===== src/rtl/core_inst_queue_pkg.sv =====
// Shared helpers for the multi-port instruction queue.
package core_inst_queue_pkg;

    localparam int unsigned THERMO_CHECK_W = 32;

    // True when v is a thermometer code grown from bit 0 (0, 1, 3, 7, ...).
    function automatic logic is_thermometer(input logic [THERMO_CHECK_W-1:0] v);
        return ((v + THERMO_CHECK_W'(1)) & v) == '0;
    endfunction

endpackage


===== src/rtl/core_lane_compact.sv =====
// Per-lane rank (prefix popcount of lower lanes) and total popcount of a valid mask.
module core_lane_compact
    import core_inst_queue_pkg::*;
#(
    parameter int unsigned LANES = 2
) (
    input  logic [LANES-1:0]                     valid_i,
    output logic [LANES-1:0][$clog2(LANES+1)-1:0] rank_c,
    output logic [$clog2(LANES+1)-1:0]           total_c
);

    localparam int unsigned CNT_W = $clog2(LANES + 1);

    logic [CNT_W-1:0] acc;

    // Running prefix count: each lane's rank is the number of valid lanes below it.
    always_comb begin
        acc    = '0;
        rank_c = '0;
        for (int unsigned i = 0; i < LANES; i++) begin
            rank_c[i] = acc;
            acc       = acc + CNT_W'(valid_i[i]);
        end
        total_c = acc;
    end

endmodule


===== src/rtl/core_inst_queue.sv =====
// Multi-lane in-order instruction queue: WRITE_PORT compacted enqueue lanes,
// READ_PORT head-window dequeue lanes, circular storage of DEPTH entries.
module core_inst_queue
    import core_inst_queue_pkg::*;
#(
    parameter int unsigned DATA_WIDTH = 32,
    parameter int unsigned DEPTH      = 8,
    parameter int unsigned WRITE_PORT = 2,
    parameter int unsigned READ_PORT  = 2
) (
    input  logic                                  clk,
    input  logic                                  rst,
    input  logic                                  flush_i,
    input  logic [WRITE_PORT-1:0]                 write_valid_i,
    input  logic [WRITE_PORT-1:0][DATA_WIDTH-1:0] write_data_i,
    output logic                                  write_ready_o,
    output logic [READ_PORT-1:0]                  read_valid_o,
    output logic [READ_PORT-1:0][DATA_WIDTH-1:0]  read_data_o,
    input  logic [READ_PORT-1:0]                  read_ready_i,
    output logic [$clog2(DEPTH):0]                count_o
);

    localparam int unsigned PTR_W  = $clog2(DEPTH);
    localparam int unsigned CNT_W  = PTR_W + 1;
    localparam int unsigned WCNT_W = $clog2(WRITE_PORT + 1);
    localparam int unsigned RCNT_W = $clog2(READ_PORT + 1);

    logic [PTR_W-1:0]      head_q, head_d;
    logic [PTR_W-1:0]      tail_q, tail_d;
    logic [CNT_W-1:0]      count_q, count_d;
    logic [DATA_WIDTH-1:0] mem_q [DEPTH];
    logic [DATA_WIDTH-1:0] mem_d [DEPTH];

    logic [WRITE_PORT-1:0][WCNT_W-1:0] wr_rank_c;
    logic [WCNT_W-1:0]                 wr_total_c;
    logic                              wr_en_c;
    logic [READ_PORT-1:0]              rd_take_c;
    logic [RCNT_W-1:0]                 rd_num_c;

    core_lane_compact #(
        .LANES (WRITE_PORT)
    ) u_wr_compact (
        .valid_i (write_valid_i),
        .rank_c  (wr_rank_c),
        .total_c (wr_total_c)
    );

    // Ready depends on registered occupancy only, so a full group always fits.
    assign write_ready_o = (count_q <= CNT_W'(DEPTH - WRITE_PORT));
    assign count_o       = count_q;

    // Head window: lane i shows entry head+i, valid while occupancy exceeds i.
    always_comb begin
        read_valid_o = '0;
        read_data_o  = '0;
        for (int unsigned i = 0; i < READ_PORT; i++) begin
            read_valid_o[i] = (count_q > CNT_W'(i));
            read_data_o[i]  = mem_q[head_q + PTR_W'(i)];
        end
    end

    // Number of entries consumed this cycle (only lanes that are actually valid).
    always_comb begin
        rd_take_c = read_ready_i & read_valid_o;
        rd_num_c  = '0;
        for (int unsigned i = 0; i < READ_PORT; i++) begin
            rd_num_c = rd_num_c + RCNT_W'(rd_take_c[i]);
        end
    end

    // Next-state: compacted writes at tail, head advance, occupancy update; flush clears pointers.
    always_comb begin
        head_d  = head_q;
        tail_d  = tail_q;
        count_d = count_q;
        mem_d   = mem_q;
        wr_en_c = write_ready_o && !flush_i && !rst;
        if (flush_i) begin
            head_d  = '0;
            tail_d  = '0;
            count_d = '0;
        end else begin
            if (wr_en_c) begin
                for (int unsigned i = 0; i < WRITE_PORT; i++) begin
                    if (write_valid_i[i]) begin
                        mem_d[tail_q + PTR_W'(wr_rank_c[i])] = write_data_i[i];
                    end
                end
            end
            tail_d  = tail_q + (wr_en_c ? PTR_W'(wr_total_c) : PTR_W'(0));
            head_d  = head_q + PTR_W'(rd_num_c);
            count_d = count_q + (wr_en_c ? CNT_W'(wr_total_c) : CNT_W'(0)) - CNT_W'(rd_num_c);
        end
    end

    // Pointer and occupancy registers with synchronous reset.
    always_ff @(posedge clk) begin
        if (rst) begin
            head_q  <= '0;
            tail_q  <= '0;
            count_q <= '0;
        end else begin
            head_q  <= head_d;
            tail_q  <= tail_d;
            count_q <= count_d;
        end
    end

    // Entry storage; contents are only meaningful behind valid pointers, so no reset.
    always_ff @(posedge clk) begin
        mem_q <= mem_d;
    end

    // Consumers must present a contiguous-from-lane-0 ready mask.
    a_read_ready_thermo: assert property (@(posedge clk) disable iff (rst)
        is_thermometer(THERMO_CHECK_W'(read_ready_i)));

endmodule

===== config.mk =====
export PLATFORM = sky130hd
export DESIGN_NAME = core_inst_queue
export DESIGN_NICKNAME = d
export VERILOG_FILES = /design/src/rtl/core_inst_queue_pkg.sv /design/src/rtl/core_lane_compact.sv /design/src/rtl/core_inst_queue.sv
export SDC_FILE = /design/constraint.sdc
export NUM_CORES = 1
export LEC_CHECK = 0
export BUFFER_PORTS_ARGS = -buffer_cell sky130_fd_sc_hd__clkbuf_2
export CORE_MARGIN = 4
export CORE_UTILIZATION = 45
export CTS_CLUSTER_SIZE = 28
export DETAILED_ROUTE_END_ITERATION = 8
export SETUP_SLACK_MARGIN = 0.4
export SLEW_MARGIN = 20
export SYNTH_ARGS = -nofsm -noshare
export SYNTH_HDL_FRONTEND = slang
export SYNTH_SLANG_ARGS = --single-unit

===== constraint.sdc =====
create_clock -name clk -period 91.1 [get_ports clk]
set_input_delay 9.11 -clock clk [delete_from_list [all_inputs] [get_ports clk]]
set_output_delay 9.11 -clock clk [all_outputs]
set_load 0.02 [all_outputs]

==> reports/qor.txt <==
GRT overflow - 0
Routability cong. - 0.751
Final setup viols - 0
Vias per cell - 6.39
Non-Filler Instances - 1,867
Final Skew - 0.0129 ns
Num ports - 142
CTS Buffer Depth - 3
Area grow syn2layout - 12.1%
Cell variety after synth - 39
Die W - 210 µm
Gate Count Post-Synth - 1,222
Area of the core - 0.0400 mm²
Comb power frac - 34.1%
Sw frac - 31.8%
Hold Vio Cnt, Final - 0
Number of global-route vias before repair - 12,200
Resize count post-CTS - 0
CTS tree - built
Nets - 1,406
MaxCap Viol Count - 0
Worst endpoint data arrival time - 3.65 ns
Initial antenna violation count - 5
Leakage - 7.17 nW
Peak supply drop - 0.0000143 V
Post-Syn Area - 0.0184 mm²
Most frequent cells in the layout - 401 x mux2_2, 256 x edfxtp_1, 141 x clkbuf_2, 128 x mux4_2, 66 x a21oi_1
Clock slew at reported path FFs - 0.05 ns
Chip height - 210 µm
Clock root cell - clkbuf_16
Setup repair bufs after CTS - 0
Htree depth - 2
RSZ-0062 raised after global routing - no
Most common cell after layout, fill and taps aside - mux2_2
WS Path Type - reg -> out
Avg Inst Size Synth - 15.0 µm²
Yosys warning total - 0
Seq cells post-synth - 266
Largest net degree at the start of global routing - 74
Max_slew headroom - 32.3%
IO Port Bufs - 141
Int Power - 0.000298 W
Die area - 0.0441 mm²
Psw - 0.000139 W
Sequential power share - 37.2%
Post-Route WL - 51.6 mm
First-pass GRT wire length - 78.9 mm
Routed Antenna Nets - 0
Share of post-route cells with drive strength above 1 - 56.8%
Sequential fraction of the synthesis area - 43.0%
Dpl hpwl - 29.6 mm
Synth Net Count - 1,310
Max-slew violations - 0
DRC errors left - 0
Core Rows - 73
Fin crit period - 12.76 ns
Starting Density - 45.9%
Outcome - finished clean
Max Fanout on Critical Path - 48
DRT iter0 DRCs - 973
Fin crit share - 14.0%
Setup TNS - 0 ns
Slew @ Worst Pin - 1.02 ns
Clock latency on the worst-skew pair - 0.53 ns
Setup crit end kind - output port
Worst path required time - 81.99 ns
Worst Setup Start Kind - flip-flop
Clock Sinks - 266
Final Core Density - 51.4%
Clock power share - 28.7%
Worst hold path class - reg -> reg
CTS Buf Count - 34
Max Clk Rate - 78.4 MHz
Post-CTS Hold Buffers - 0
Drt pass-1 iters - 5
Gr usage total - 23.2%
Via count - 11,900
Drt wl/cell - 27.6 µm
Cells after DPL - 1,806
Power per cell area - 21.3 mW/mm²
==> worst paths after layout <==
path | startpoint | to | slack (ns) | cells past startpoint
max | head_q[0] | read_data_o[33] | 78.34 | 5
min reg2reg | count_o[0] | count_o[0] | 0.66 | 2
max reg2reg | count_o[3] | mem_q[104] | 87.00 | 7
min | count_o[0] | count_o[0] | 0.66 | 2
==> sequential cells by signal (all words and copies together) (netlist names) <==
| signal | flops |
|---|---|
| tail_q | 3 |
| head_q | 3 |
| count_o | 4 |
| mem_q | 256 |
==> critical path: stages (launching register included) <==
cell      delay (ns)
dfxtp_4         0.85
ha_4            0.49
buf_6           0.65
mux4_2          0.59
mux2_2          0.31
clkbuf_2        0.17
==> synthesized netlist by cell type, drive strengths merged <==
| cell | count | share of area, % |
|---|---|---|
| mux2 | 448 | 27 |
| edfxtp | 256 | 42 |
| mux4 | 128 | 16 |
| buf | 72 | 2.0 |
| a21oi | 66 | 1.8 |
| mux2i | 65 | 3.5 |
| nor4 | 64 | 2.2 |
| clkbuf | 40 | 0.82 |
| ha | 13 | 0.89 |
| and2 | 10 | 0.34 |
| dfxtp | 10 | 1.1 |
| inv | 8 | 0.16 |
| nand2 | 5 | 0.10 |
| nor3 | 5 | 0.19 |
| fa | 4 | 0.44 |
| nand3 | 4 | 0.16 |
| xnor2 | 4 | 0.29 |
| nand4b | 3 | 0.14 |
| or3 | 3 | 0.10 |
| nor4bb | 2 | 0.11 |
| xor2 | 2 | 0.14 |
| a2111oi | 1 | 0.055 |
| a21o | 1 | 0.041 |
| and3 | 1 | 0.034 |
| and4bb | 1 | 0.068 |
| nand2b | 1 | 0.034 |
| nand4 | 1 | 0.034 |
| nor2 | 1 | 0.020 |
| nor2b | 1 | 0.034 |
| nor4b | 1 | 0.082 |
| or2 | 1 | 0.034 |
==> through the flow <==
step                      hold WS [ns]  instance area, µm²  power [W]  setup WS, ns
after floorplan                  0.572               18400   0.000290         50.83
after global placement           0.650               19500   0.000314         78.51
after detailed placement         0.655               19500   0.000317         78.50
after CTS                        0.671               20500   0.000443         77.93
after global routing             0.695               20600   0.000461         78.07
final                            0.663               20600   0.000437         78.34
==> power groups by stage <==
stage,sequential [W],clock (W),combinational [W]
detailed placement,0.000165,0,0.000152
floorplan,0.000174,0,0.000116
CTS,0.000163,0.000129,0.000152
global route,0.000164,0.000134,0.000163
global placement,0.000165,0,0.000149
finish,0.000163,0.000126,0.000149
==> cell families after synthesis <==
family / share of synthesized area [%]
AO/OA/AOI/OAI: 1.90
XOR/XNOR: 0.430
adder cells (fa/ha/maj): 1.32
buffers and inverters: 2.97
flip-flops: 43.0
multiplexers: 46.7
AND/OR/NAND/NOR: 3.67
==> final cells by class <==
| type | instances | area (µm²) |
|---|---|---|
| antenna | 3 | 7.51 |
| clock buffer | 46 | 960 |
| clock inverter | 11 | 42.5 |
| fill | 3484 | 19400 |
| inverter | 8 | 30.0 |
| multi-input combinational | 836 | 10000 |
| sequential | 266 | 7900 |
| tap | 525 | 657 |
| timing repair buffer | 172 | 946 |
==> per-layer routing <==
metal | vias to the layer above | GRT usage [%] | wire length (µm)
met5 | - | 0 | 21
met3 | 71 | 3.94 | 3290
met2 | 395 | 36.6 | 24000
li1 | 5220 | - | -
met4 | 4 | 5.74 | 895
met1 | 6249 | 33.7 | 23400
Power figures use the tool's default switching activity.
